File: src/rtl/vga_draw_arbiter.sv
// vga_draw_arbiter: round-robin owner of the single VGA pixel-write port.
// One drawer at a time gets a start pulse and keeps the port until done or watchdog expiry.
module vga_draw_arbiter #(
    parameter int NREQ           = 4,
    parameter int TIMEOUT_CYCLES = 4096,
    parameter int PTR_W          = 2
) (
    input  logic                  iCLOCK_50,
    input  logic                  iresetn,
    input  logic [NREQ-1:0]       iReq,
    input  logic [NREQ-1:0]       iDone,
    input  logic [9*NREQ-1:0]     ix,
    input  logic [8*NREQ-1:0]     iy,
    input  logic [3*NREQ-1:0]     icolor,
    input  logic [NREQ-1:0]       iwriteEn,
    output logic [NREQ-1:0]       oStart,
    output logic [NREQ-1:0]       oGrant,
    output logic [8:0]            ox,
    output logic [7:0]            oy,
    output logic [2:0]            ocolor,
    output logic                  owriteEn,
    output logic                  oBusy,
    output logic                  oTimeout
);

    localparam int WD_W = (TIMEOUT_CYCLES > 1) ? $clog2(TIMEOUT_CYCLES) : 1;

    typedef enum logic [1:0] {
        S_IDLE    = 2'd0,
        S_START   = 2'd1,
        S_ACTIVE  = 2'd2,
        S_RELEASE = 2'd3
    } state_t;

    state_t            state_q, state_d;
    logic [PTR_W-1:0]  g_q, g_d;
    logic [PTR_W-1:0]  ptr_q, ptr_d;
    logic [WD_W-1:0]   wd_q, wd_d;
    logic              to_q, to_d;
    logic              wd_expired_s;
    logic [8:0]        sel_x_s;
    logic [7:0]        sel_y_s;
    logic [2:0]        sel_c_s;
    logic              sel_we_s;

    // First set request bit scanning upward from ptr, wrapping at NREQ.
    function automatic logic [PTR_W-1:0] rr_pick(input logic [NREQ-1:0] req,
                                                 input logic [PTR_W-1:0] ptr);
        logic [PTR_W-1:0] pick;
        logic             found;
        int unsigned      k;
        pick  = '0;
        found = 1'b0;
        for (int i = 0; i < NREQ; i++) begin
            k = (32'(ptr) + 32'(i)) % 32'(NREQ);
            if (!found && req[k]) begin
                pick  = PTR_W'(k);
                found = 1'b1;
            end else begin
                pick  = pick;
            end
        end
        return pick;
    endfunction

    assign wd_expired_s = (TIMEOUT_CYCLES != 0) && (wd_q == WD_W'(TIMEOUT_CYCLES - 1));
    assign sel_x_s      = ix[9*32'(g_q) +: 9];
    assign sel_y_s      = iy[8*32'(g_q) +: 8];
    assign sel_c_s      = icolor[3*32'(g_q) +: 3];
    assign sel_we_s     = iwriteEn[g_q];

    // State, grant index, pointer, watchdog and timeout-cause registers.
    always_ff @(posedge iCLOCK_50) begin
        if (!iresetn) begin
            state_q <= S_IDLE;
            g_q     <= '0;
            ptr_q   <= '0;
            wd_q    <= '0;
            to_q    <= 1'b0;
        end else begin
            state_q <= state_d;
            g_q     <= g_d;
            ptr_q   <= ptr_d;
            wd_q    <= wd_d;
            to_q    <= to_d;
        end
    end

    // Next-state: arbitration, ownership tracking and watchdog.
    always_comb begin
        state_d = state_q;
        g_d     = g_q;
        ptr_d   = ptr_q;
        wd_d    = wd_q;
        to_d    = to_q;
        case (state_q)
            S_IDLE: begin
                to_d = 1'b0;
                if (|iReq) begin
                    g_d     = rr_pick(iReq, ptr_q);
                    state_d = S_START;
                end else begin
                    state_d = S_IDLE;
                end
            end
            S_START: begin
                wd_d = '0;
                to_d = 1'b0;
                if (iDone[g_q]) begin
                    state_d = S_RELEASE;
                end else begin
                    state_d = S_ACTIVE;
                end
            end
            S_ACTIVE: begin
                wd_d = wd_q + WD_W'(1);
                // Done wins over a watchdog expiry in the same cycle.
                if (iDone[g_q]) begin
                    state_d = S_RELEASE;
                end else if (wd_expired_s) begin
                    state_d = S_RELEASE;
                    to_d    = 1'b1;
                end else begin
                    state_d = S_ACTIVE;
                end
            end
            S_RELEASE: begin
                state_d = S_IDLE;
                if (32'(g_q) == 32'(NREQ - 1)) begin
                    ptr_d = '0;
                end else begin
                    ptr_d = g_q + PTR_W'(1);
                end
            end
            default: begin
                state_d = S_IDLE;
            end
        endcase
    end

    // Output decode and pixel mux; only the owner reaches the VGA port.
    always_comb begin
        oStart   = '0;
        oGrant   = '0;
        ox       = 9'd0;
        oy       = 8'd0;
        ocolor   = 3'd0;
        owriteEn = 1'b0;
        oBusy    = 1'b0;
        oTimeout = 1'b0;
        case (state_q)
            S_IDLE: begin
                oBusy = 1'b0;
            end
            S_START: begin
                oStart[g_q] = 1'b1;
                oGrant[g_q] = 1'b1;
                oBusy       = 1'b1;
                ox          = sel_x_s;
                oy          = sel_y_s;
                ocolor      = sel_c_s;
                owriteEn    = sel_we_s;
            end
            S_ACTIVE: begin
                oGrant[g_q] = 1'b1;
                oBusy       = 1'b1;
                ox          = sel_x_s;
                oy          = sel_y_s;
                ocolor      = sel_c_s;
                owriteEn    = sel_we_s;
            end
            S_RELEASE: begin
                oBusy    = 1'b1;
                oTimeout = to_q;
            end
            default: begin
                oBusy = 1'b0;
            end
        endcase
    end

endmodule

File: config.mk
export PLATFORM = sky130hd
export DESIGN_NAME = vga_draw_arbiter
export DESIGN_NICKNAME = d
export VERILOG_FILES = /design/src/rtl/vga_draw_arbiter.sv
export SDC_FILE = /design/constraint.sdc
export NUM_CORES = 1
export LEC_CHECK = 0
export ABC_AREA = 0
export ABC_CLOCK_PERIOD_IN_PS = 1900
export BUFFER_PORTS_ARGS = -buffer_cell sky130_fd_sc_hd__buf_4
export CAP_MARGIN = 20
export CORE_MARGIN = 8
export CORE_UTILIZATION = 42
export DETAILED_ROUTE_END_ITERATION = 10
export GPL_TIMING_DRIVEN = 0
export PLACE_DENSITY_LB_ADDON = 0.25
export SYNTH_ARGS = -nofsm -noshare
export SYNTH_HDL_FRONTEND = slang
export SYNTH_SLANG_ARGS = --single-unit
File: constraint.sdc
create_clock -name iCLOCK_50 -period 1.9 [get_ports iCLOCK_50]
set_input_delay 0.19 -clock iCLOCK_50 [delete_from_list [all_inputs] [get_ports iCLOCK_50]]
set_output_delay 0.19 -clock iCLOCK_50 [all_outputs]
set_load 0.05 [all_outputs]
-- Word level (Yosys, flattened, before mapping)
Cells that the tools add are included.
W data, S select, Z words.
- register bits after elaboration: 19
- bits of input ports: 94
- output and inout port bits: 31
- logic and storage cells: 89
- reduce and logical (&&, ||, !) cells: 16
- multiply operators: 2
- magnitude comparators: 6
- shift-type cells: 3
- $add $sub $neg: 5
- equality and inequality tests: 7
- muxes and demuxes: 45
- operators with widths (operator ; number):
    $shiftx A36 B7 Y9 ; 1
    $shiftx A32 B6 Y8 ; 1
    $mux W1 ; 24
    $pmux W12 S2 ; 1
    $lt A2 B3 Y1 const B ; 5
    $add A12 B1 Y12 const B ; 1
    $bmux W1 S2 ; 6
    $eq A12 B12 Y1 const B ; 1
    $shiftx A12 B5 Y3 ; 1
    $mux W2 ; 5
    $mux W9 ; 1
    $mux W4 ; 2
    $mux W8 ; 1
    $pmux W2 S4 ; 1
    $eq A2 B2 Y1 const B ; 3
    $mul A4 B2 Y6 const A ; 1
    $add A2 B1 Y2 const B ; 2
    $add A2 B2 Y2 const B ; 2
    $logic_and A1 B1 Y1 ; 4
    $mul A2 B2 Y4 const A ; 1
    $ne A2 B2 Y1 const B ; 2
    $pmux W1 S2 ; 2
    $reduce_bool A2 Y1 ; 2
    $reduce_or A2 Y1 ; 2
    10 further kinds ; 12

-- Logic depth before layout (Yosys ltp)
Gate-level depths: netlist of the first run.
- word-level depth: 18
- gate-level depth with buffers: 6
- gate-level depth less buffers: 6

-- Worst setup path after synthesis of the first run
No wires, ideal clock.
- kind: register to output
- from: reg state_q[0]
- to: out oGrant[3]
- buffers on the path: 1
- arrival time: 1.510 ns
- data required time: 1.710 ns
- path slack: 0.200 ns
- stages on the path, launching flop included: 5
- cells stage by stage: dfxtp_1 -> inv_1 -> ha_1 -> clkbuf_1 -> and2_1
- cells in the longest elaborated chain, start to end: 3
- elaborated cells between the ends (all ways): 4
- those cells by class: 2 x eq/ne; 1 x mux; 1 x reduce/logical
- ends and longest elaborated chain (item ; RTL line ; text):
    start, declared ; 35 ; state_t state_q, state_d;
    start signal, assigned ; 81 ; state_q <= state_d;
    $eq A2 B2 Y1 or $eq A2 B1 Y1 (tied branches) ; 151 ; case (state_q)
    $reduce_or A2 Y1 (no line) (*) ; n/a ;
    $mux W4 (*) ; n/a ;
    end, declared ; 17 ; output logic [NREQ-1:0] oGrant,
Every way passes the cells marked *; elsewhere a longest branch is shown, timed or not.

-- Worst setup path in the final report of the first run
- from: reg g_q[0]
- to: out ox[7]
- cells in the longest elaborated chain, start to end: 3
- ends and longest elaborated chain (item ; RTL line ; text):
    start, declared ; 36 ; logic [PTR_W-1:0] g_q, g_d;
    start signal, assigned ; 82 ; g_q <= g_d;
    $mul A4 B2 Y6 ; 67 ; assign sel_x_s = ix[9*32'(g_q) +: 9];
    $shiftx A36 B7 Y9 ; 67 ;
    $mux W9 ; 151 ;
    end, declared ; 18 ; output logic [8:0] ox,
No other way between the ends.

==> summary.md, run 1 <==
| Metric | Value |
|---|---|
| Status | completed |
| Post-Syn Area | 1800 sq um |
| Cts-stage hold buffer count | 0 |
| Non-filler cells, final | between 300 and 400 |
| Share of layout cells above drive strength 1 | 0.629 |
| Total power | around 4.9 mW |
| H-tree depth | 1 |
| Ranking of synthesized cells by area | mux4_2 25%, dfxtp_1 21%, and2_1 11%, ha_1 7.6%, nor2_1 3.1% |
| Register bit total from synthesis | 19 |
| Port Buffers | around 120 |
| Max Cap Violations | 0 |
| DIE AREA | between 6000 and 7000 sq um |
| Final min period | 1.88 ns |
| Via density | around 5.3 |
| Syn_area_per_cell | between 10 and 15 sq um |
| Worst VDD drop | around 0.75 mV |
| Hold WS | between 0.3 and 0.4 ns |
| Worst path depth | 5 |
| Row count | 24 |
| Area leader, netlist | mux4_2 |
| Die Span X | slightly above 80 um |
| Final Hold Viols | 0 |
| Hold Crit Class | input port to register |
| Startpoint Class | register |
| N_diodes | 0 |
| WL final | 7290 um |
| GP Congestion | just under 0.8 |
| FFs w/ async S/R, synth | 0 |
| Area of the core | 4230 sq um |
| CP required | 1.71 ns |
| Cell repeated most along the worst path | buf_8 |
| Final Skew | roughly 0.0041 ns |
| Most common cell after layout, fill and taps aside | buf_4 |
| Maximum buffer depth of the clock tree | 2 |
| Endpoints failing setup | 0 |
| Overall Global Routing Usage | 0.193 |
| Initial DRC Count | 53 |
| Synth Instances | 180 |
| Vias in the first global route | roughly 2.0k |
| Worst path cell trace | buf_8, buf_12, mux4_2, and2_4, buf_8 |
| Worst reg2reg path depth | 6 |
| Arrival @ worst endpoint | between 1.5 and 2 ns |
| Crit Path Category | register to primary output |
| CP peak stage delay | approximately 0.50 ns |
| Final Max Slew Viols | 0 |
| Clk pwr share | 0.057 |
| Psw | 2.41 mW |
| Top-area cell type share of the netlist area | 0.250 |
| Leakage | approximately 1.4 nW |
| Final ANT Viol Nets | 0 |
| Initial Util | 0.426 |
| Dominant synthesized flop cell | dfxtp_1 |
| Die Y | between 80 and 90 um |
| Buf/Inv on CP | 3 |
| Hpwl dp | approximately 5600 um |
| Antenna violations before repair | 0 |
| Drt drc | 0 |
| CTS tree | built |
| Remaining Overflow, GRT | 0 |
| Total CTS buffers | 3 |
| Syn_nets | ~290 |
| Largest net degree at the start of global routing | 12 |
| Global-route wire length before repair | slightly below 10,000 um |
| Net Sw Frac | 0.496 |
| Clock root cell | clkbuf_8 |
| Slew HR | 0.686 |
| Fmax | about 530 MHz |
| EDFF count, synth | 0 |
| RSZ-0062 raised after global routing | yes |
| Fillcell total | slightly below 300 |
| Worst-path fanout max | 8 |
| WHS Path Cells | 4 |
| # IOs | 125 |
| Layout Utilization | 0.749 |
| Routed wire per std cell | approximately 20 um |
| Clock latency on the worst-skew pair | 0.25 ns |
| Syn. warnings | 0 |
| Most frequent cells in the layout | 105 x buf_4, 22 x buf_8, 22 x mux4_2 |
| Placed Cells | ~360 |
| P_int | 2.46 mW |
| Vias after detailed routing | between 1.5k and 2k |
| Sequential fraction of the synthesis area | 0.211 |
| Unique masters post-synth | 35 |
| Nets | 419 |
| Worst path top cell family by delay | multiplexers |
| Comb power frac | 0.842 |
| CTS clk-pin slew, worst paths | 0.07 ns |
| Worst path slowest cell | mux4_2 |
| Worst Tran Pin Value | 0.465 ns |
| Syn-to-layout area delta | 75.9% |
| Sinks on the clock net | 19 |
| Worst setup EP type | primary output |
| P per Cell Area | around 1500 nW/um^2 |
| Seq pwr share | 0.102 |
| Period utilization | 0.991 |
| TritonRoute pass-1 iters | 6 |
## metal layers
| layer | wire [um] | part of all wire | global-route usage | vias to the layer above |
|---|---|---|---|---|
| li1 | - | - | - | 912 |
| met1 | 2530 | 0.35 | 0.220 | 903 |
| met2 | 4030 | 0.55 | 0.340 | 87 |
| met3 | 456 | 0.063 | 0.0427 | 18 |
| met4 | 278 | 0.038 | 0.0768 | 0 |
| met5 | 0 | 0 | 0 | - |
## worst reg2reg max path: cells and delay by family, from the launching register on
family / cells / cell delay (ns)
fa+ha+maj: 1 / 0.32
flops: 1 / 0.36
buf+inv: 1 / 0.10
simple gates: 3 / 0.49
mux: 1 / 0.32
## kinds of logic (layout without fill, tap and decap cells)
kind of cell	after synthesis	in the layout	synth area share
AOI/OAI and AO/OA	19	19	0.0784
buffers and inverters	23	156	0.0645
DFF	19	19	0.211
muxes	26	26	0.302
and+or+nand+nor	74	74	0.230
adders and majority gates	11	11	0.0763
xor gates and xnor gates	8	8	0.0388
## metrics by stage
step | instance area (sq um) | setup WS [ns] | TNS (ns)
3_5_place_dp | 2790 | 0.0549 | 0
5_1_grt | 3170 | -0.0442 | -0.475
6_report | 3170 | 0.0164 | 0
2_1_floorplan | 1800 | 0.200 | 0
4_1_cts | 3010 | -0.00264 | -0.00478
3_3_place_gp | 2790 | 0.0854 | 0
## worst paths after layout
check	end	startpoint	slack [ns]
hold / removal	g_q[1]	iReq[3]	0.33
setup / recovery	ox[7]	g_q[0]	0.02
setup reg to reg	wd_q[11]	state_q[0]	0.19
hold reg to reg	to_q	to_q	0.48
## synthesized netlist by cell type (2+ instances only)
master / number
o31ai_1: 2
dfxtp_1: 19
a211oi_2: 2
buf_2: 3
o221ai_1: 2
o21ai_0: 3
clkbuf_1: 5
xnor2_1: 6
mux2i_1: 3
nor4_1: 3
nand2_1: 9
xor2_1: 2
ha_1: 11
mux4_2: 20
nor2b_1: 2
nor3_1: 2
nand4_2: 2
and2_1: 31
nor2_1: 15
buf_6: 2
mux4_1: 2
inv_1: 12
nand3_1: 4
nand4_1: 2
a21oi_1: 6
## state kept, by name, indices dropped and copies added (netlist names)
name     count
g_q          2
ptr_q        2
state_q      2
to_q         1
wd_q        12
## cell type report
class / count / area, sq um / share of cell area
tap: 52 / 65.1 / 0.0205
sequential: 19 / 384 / 0.121
clock buffer: 3 / 41.3 / 0.0130
inverter: 12 / 45.0 / 0.0142
timing repair buffer: 129 / 1150 / 0.364
buffer: 11 / 114 / 0.0359
clock inverter: 1 / 5.00 / 0.00158
multi-input combinational: 138 / 1370 / 0.430
## power groups by stage
stage | registers (mW) | clock network, mW | logic (mW)
6_report | 0.495 | 0.276 | 4.10
3_5_place_dp | 0.498 | 0 | 3.10
3_3_place_gp | 0.494 | 0 | 3.08
4_1_cts | 0.489 | 0.284 | 3.51
5_1_grt | 0.501 | 0.301 | 4.28
2_1_floorplan | 0.487 | 0 | 2.18
## what timing repair did
item | 4_1_cts | 5_1_grt
endpoints found under the hold margin | 0 | 0
setup endpoints to repair | 27 | 29
pin swaps | 0 | 21
gates cloned | 1 | 0
resized for setup | 40 | 50
buffers inserted | 5 | 0
Power figures use the tool's default switching activity.
==> run 2: changes to the inputs <==
--- a/config.mk
+++ b/config.mk
@@ -6,11 +6,11 @@
 export NUM_CORES = 1
 export LEC_CHECK = 0
 export ABC_AREA = 0
-export ABC_CLOCK_PERIOD_IN_PS = 1900
+export ABC_CLOCK_PERIOD_IN_PS = 1600
 export BUFFER_PORTS_ARGS = -buffer_cell sky130_fd_sc_hd__buf_4
 export CAP_MARGIN = 20
 export CORE_MARGIN = 8
-export CORE_UTILIZATION = 42
+export CORE_UTILIZATION = 38
 export DETAILED_ROUTE_END_ITERATION = 10
 export GPL_TIMING_DRIVEN = 0
 export PLACE_DENSITY_LB_ADDON = 0.25
==> constraint.sdc (replaced) <==
create_clock -name iCLOCK_50 -period 1.6 [get_ports iCLOCK_50]
set_input_delay 0.16 -clock iCLOCK_50 [delete_from_list [all_inputs] [get_ports iCLOCK_50]]
set_output_delay 0.16 -clock iCLOCK_50 [all_outputs]
set_load 0.05 [all_outputs]
==> run 2 against run 1 <==
  * The flow now finishes with violations (setup timing)
  * Cell count increased by 4.7%
  * Sequential share of layout area fell by 1.2 points
  * Worst hold slack got worse by 0.045 ns
  * Total power up 36%
  * First-iteration DRC count increased by 79%
  * Die area is 8.4% higher
  * Non-clock buffer count up 15
  * Highest routed layer unchanged
==> summary.md, run 2 (same netlist as run 1, synthesis figures left out) <==
| Metric | Value |
|---|---|
| Fillcell total | roughly 280 |
| Final setup margin | -0.305 ns |
| Hpwl dp | 5650 um |
| H-tree depth | 1 |
| CTS clk-pin slew, worst paths | ~0.07 ns |
| Maximum buffer depth of the clock tree | 2 |
| Final ANT Viol Nets | 0 |
| Final Max Slew Viols | 0 |
| Clock root cell | clkbuf_8 |
| Arrival @ worst endpoint | ~1.8 ns |
| Fmax | 525 MHz |
| Routed wire per std cell | around 22 um |
| GP Congestion | approximately 0.84 |
| CTS tree | built |
| Layout Utilization | 0.762 |
| Hold Crit Class | input port to register |
| Endpoints failing setup | 28 |
| Worst Tran Pin Value | between 0.4 and 0.5 ns |
| Clock latency on the worst-skew pair | ~0.26 ns |
| Total CTS buffers | 3 |
| CP required | between 1 and 1.5 ns |
| Largest net degree at the start of global routing | 13 |
| Final min period | 1.91 ns |
| Share of layout cells above drive strength 1 | 0.716 |
| Die Y | between 80 and 90 um |
| Final Hold Viols | 0 |
| Row count | 25 |
| TritonRoute pass-1 iters | 4 |
| N_diodes | 0 |
| Top reg by flops | wd_q |
| Vias in the first global route | ~2.2k |
| Max Cap Violations | 0 |
| # IOs | approximately 130 |
| Initial Util | 0.387 |
| WL final | ~8300 um |
| Startpoint Class | register |
| RSZ-0062 raised after global routing | yes |
| Via density | between 5 and 6 |
| Crit Path Category | register to primary output |
| Port Buffers | 123 |
| Failing checks | setup timing |
| Remaining Overflow, GRT | 0 |
| Initial DRC Count | 95 |
| Worst setup EP type | primary output |
| Area of the core | around 4700 sq um |
| Sinks on the clock net | 19 |
| Worst VDD drop | 0.941 mV |
| DIE AREA | between 7000 and 8000 sq um |
| Global-route wire length before repair | between 10,000 and 15,000 um |
| Worst-path fanout max | 6 |
| Vias after detailed routing | 2,056 |
| Drt drc | 0 |
| Leakage | 1.55 nW |
| Die Span X | between 80 and 90 um |
| Nets | between 400 and 500 |
| Max reg flops | 12 |
| Syn-to-layout area delta | 96.9% |
| Status | finished, violations left |
| Slew HR | 0.702 |
| Antenna violations before repair | 0 |
| P per Cell Area | about 1900 nW/um^2 |
| Final Skew | about 0.0051 ns |
| Period utilization | 1.19 |
| Most common cell after layout, fill and taps aside | buf_4 |
| Most frequent cells in the layout | 108 x buf_4, 33 x buf_8, 28 x and2_4 |
| TNS Setup | -5.97 ns |
| Overall Global Routing Usage | 0.207 |
-- run 2: cell types whose count changed in the layout (fill, tap and decap cells not counted), sizes merged --
cell / delta
clkinv: -1
bufbuf: +1
buf: +15
clkbuf: -1
clkinvlp: +1
-- run 2: layer usage --
layer	GRT usage	share of wire	wire length [um]
met5	0	0	0
met2	0.381	0.55	4570
met4	0.0890	0.057	474
met3	0.0714	0.070	579
met1	0.206	0.32	2660
-- run 2: path summary, 6_finish.rpt --
path	startpoint	to	slack (ns)	depth (start not counted)
setup / recovery	g_q[0]	ocolor[1]	-0.31	5
hold / removal	iReq[3]	g_q[1]	0.29	4
setup reg to reg	state_q[0]	wd_q[11]	-0.02	7
hold reg to reg	to_q	to_q	0.47	2
-- run 2: cell type report --
| type | instances | area (sq um) | share of cell area |
|---|---|---|---|
| sequential | 19 | 389 | 0.110 |
| inverter | 12 | 52.6 | 0.0148 |
| timing repair buffer | 145 | 1390 | 0.392 |
| buffer | 10 | 120 | 0.0338 |
| multi-input combinational | 138 | 1480 | 0.417 |
| tap | 54 | 67.6 | 0.0190 |
| clock inverter | 1 | 7.51 | 0.00211 |
| clock buffer | 3 | 41.3 | 0.0116 |
-- run 2: worst max-delay path, cell delays in order, from the launching register on --
cell and delay, ns:
dfxtp_4 0.37, buf_8 0.14, buf_8 0.13, mux4_2 0.51, and2_4 0.18, buf_8 0.14
-- run 2: repair_timing --
item	4_1_cts	5_1_grt
pin swaps	14	8
setup endpoints to repair	40	41
hold buffers	0	0
buffers inserted	14	7
resized for setup	117	32
cloned	2	1
-- run 2: stage by stage --
step	setup slack (ns)	cells	hold WS, ns	power [mW]	area, sq um
2_1_floorplan	0.00424	180	0.381	3.29	1850
3_3_place_gp	-0.209	357	0.459	4.37	2840
3_5_place_dp	-0.231	357	0.454	4.40	2840
4_1_cts	-0.340	377	0.248	6.11	3420
5_1_grt	-0.355	382	0.282	6.90	3550
6_report	-0.305	382	0.286	6.63	3550
-- run 2: power breakdown --
group	total, mW	internal [mW]	switching (mW)
Clock	0.356	0.176	0.180
Combinational	5.68	2.81	2.88
Sequential	0.594	0.537	0.0574
Total	6.63	3.52	3.11
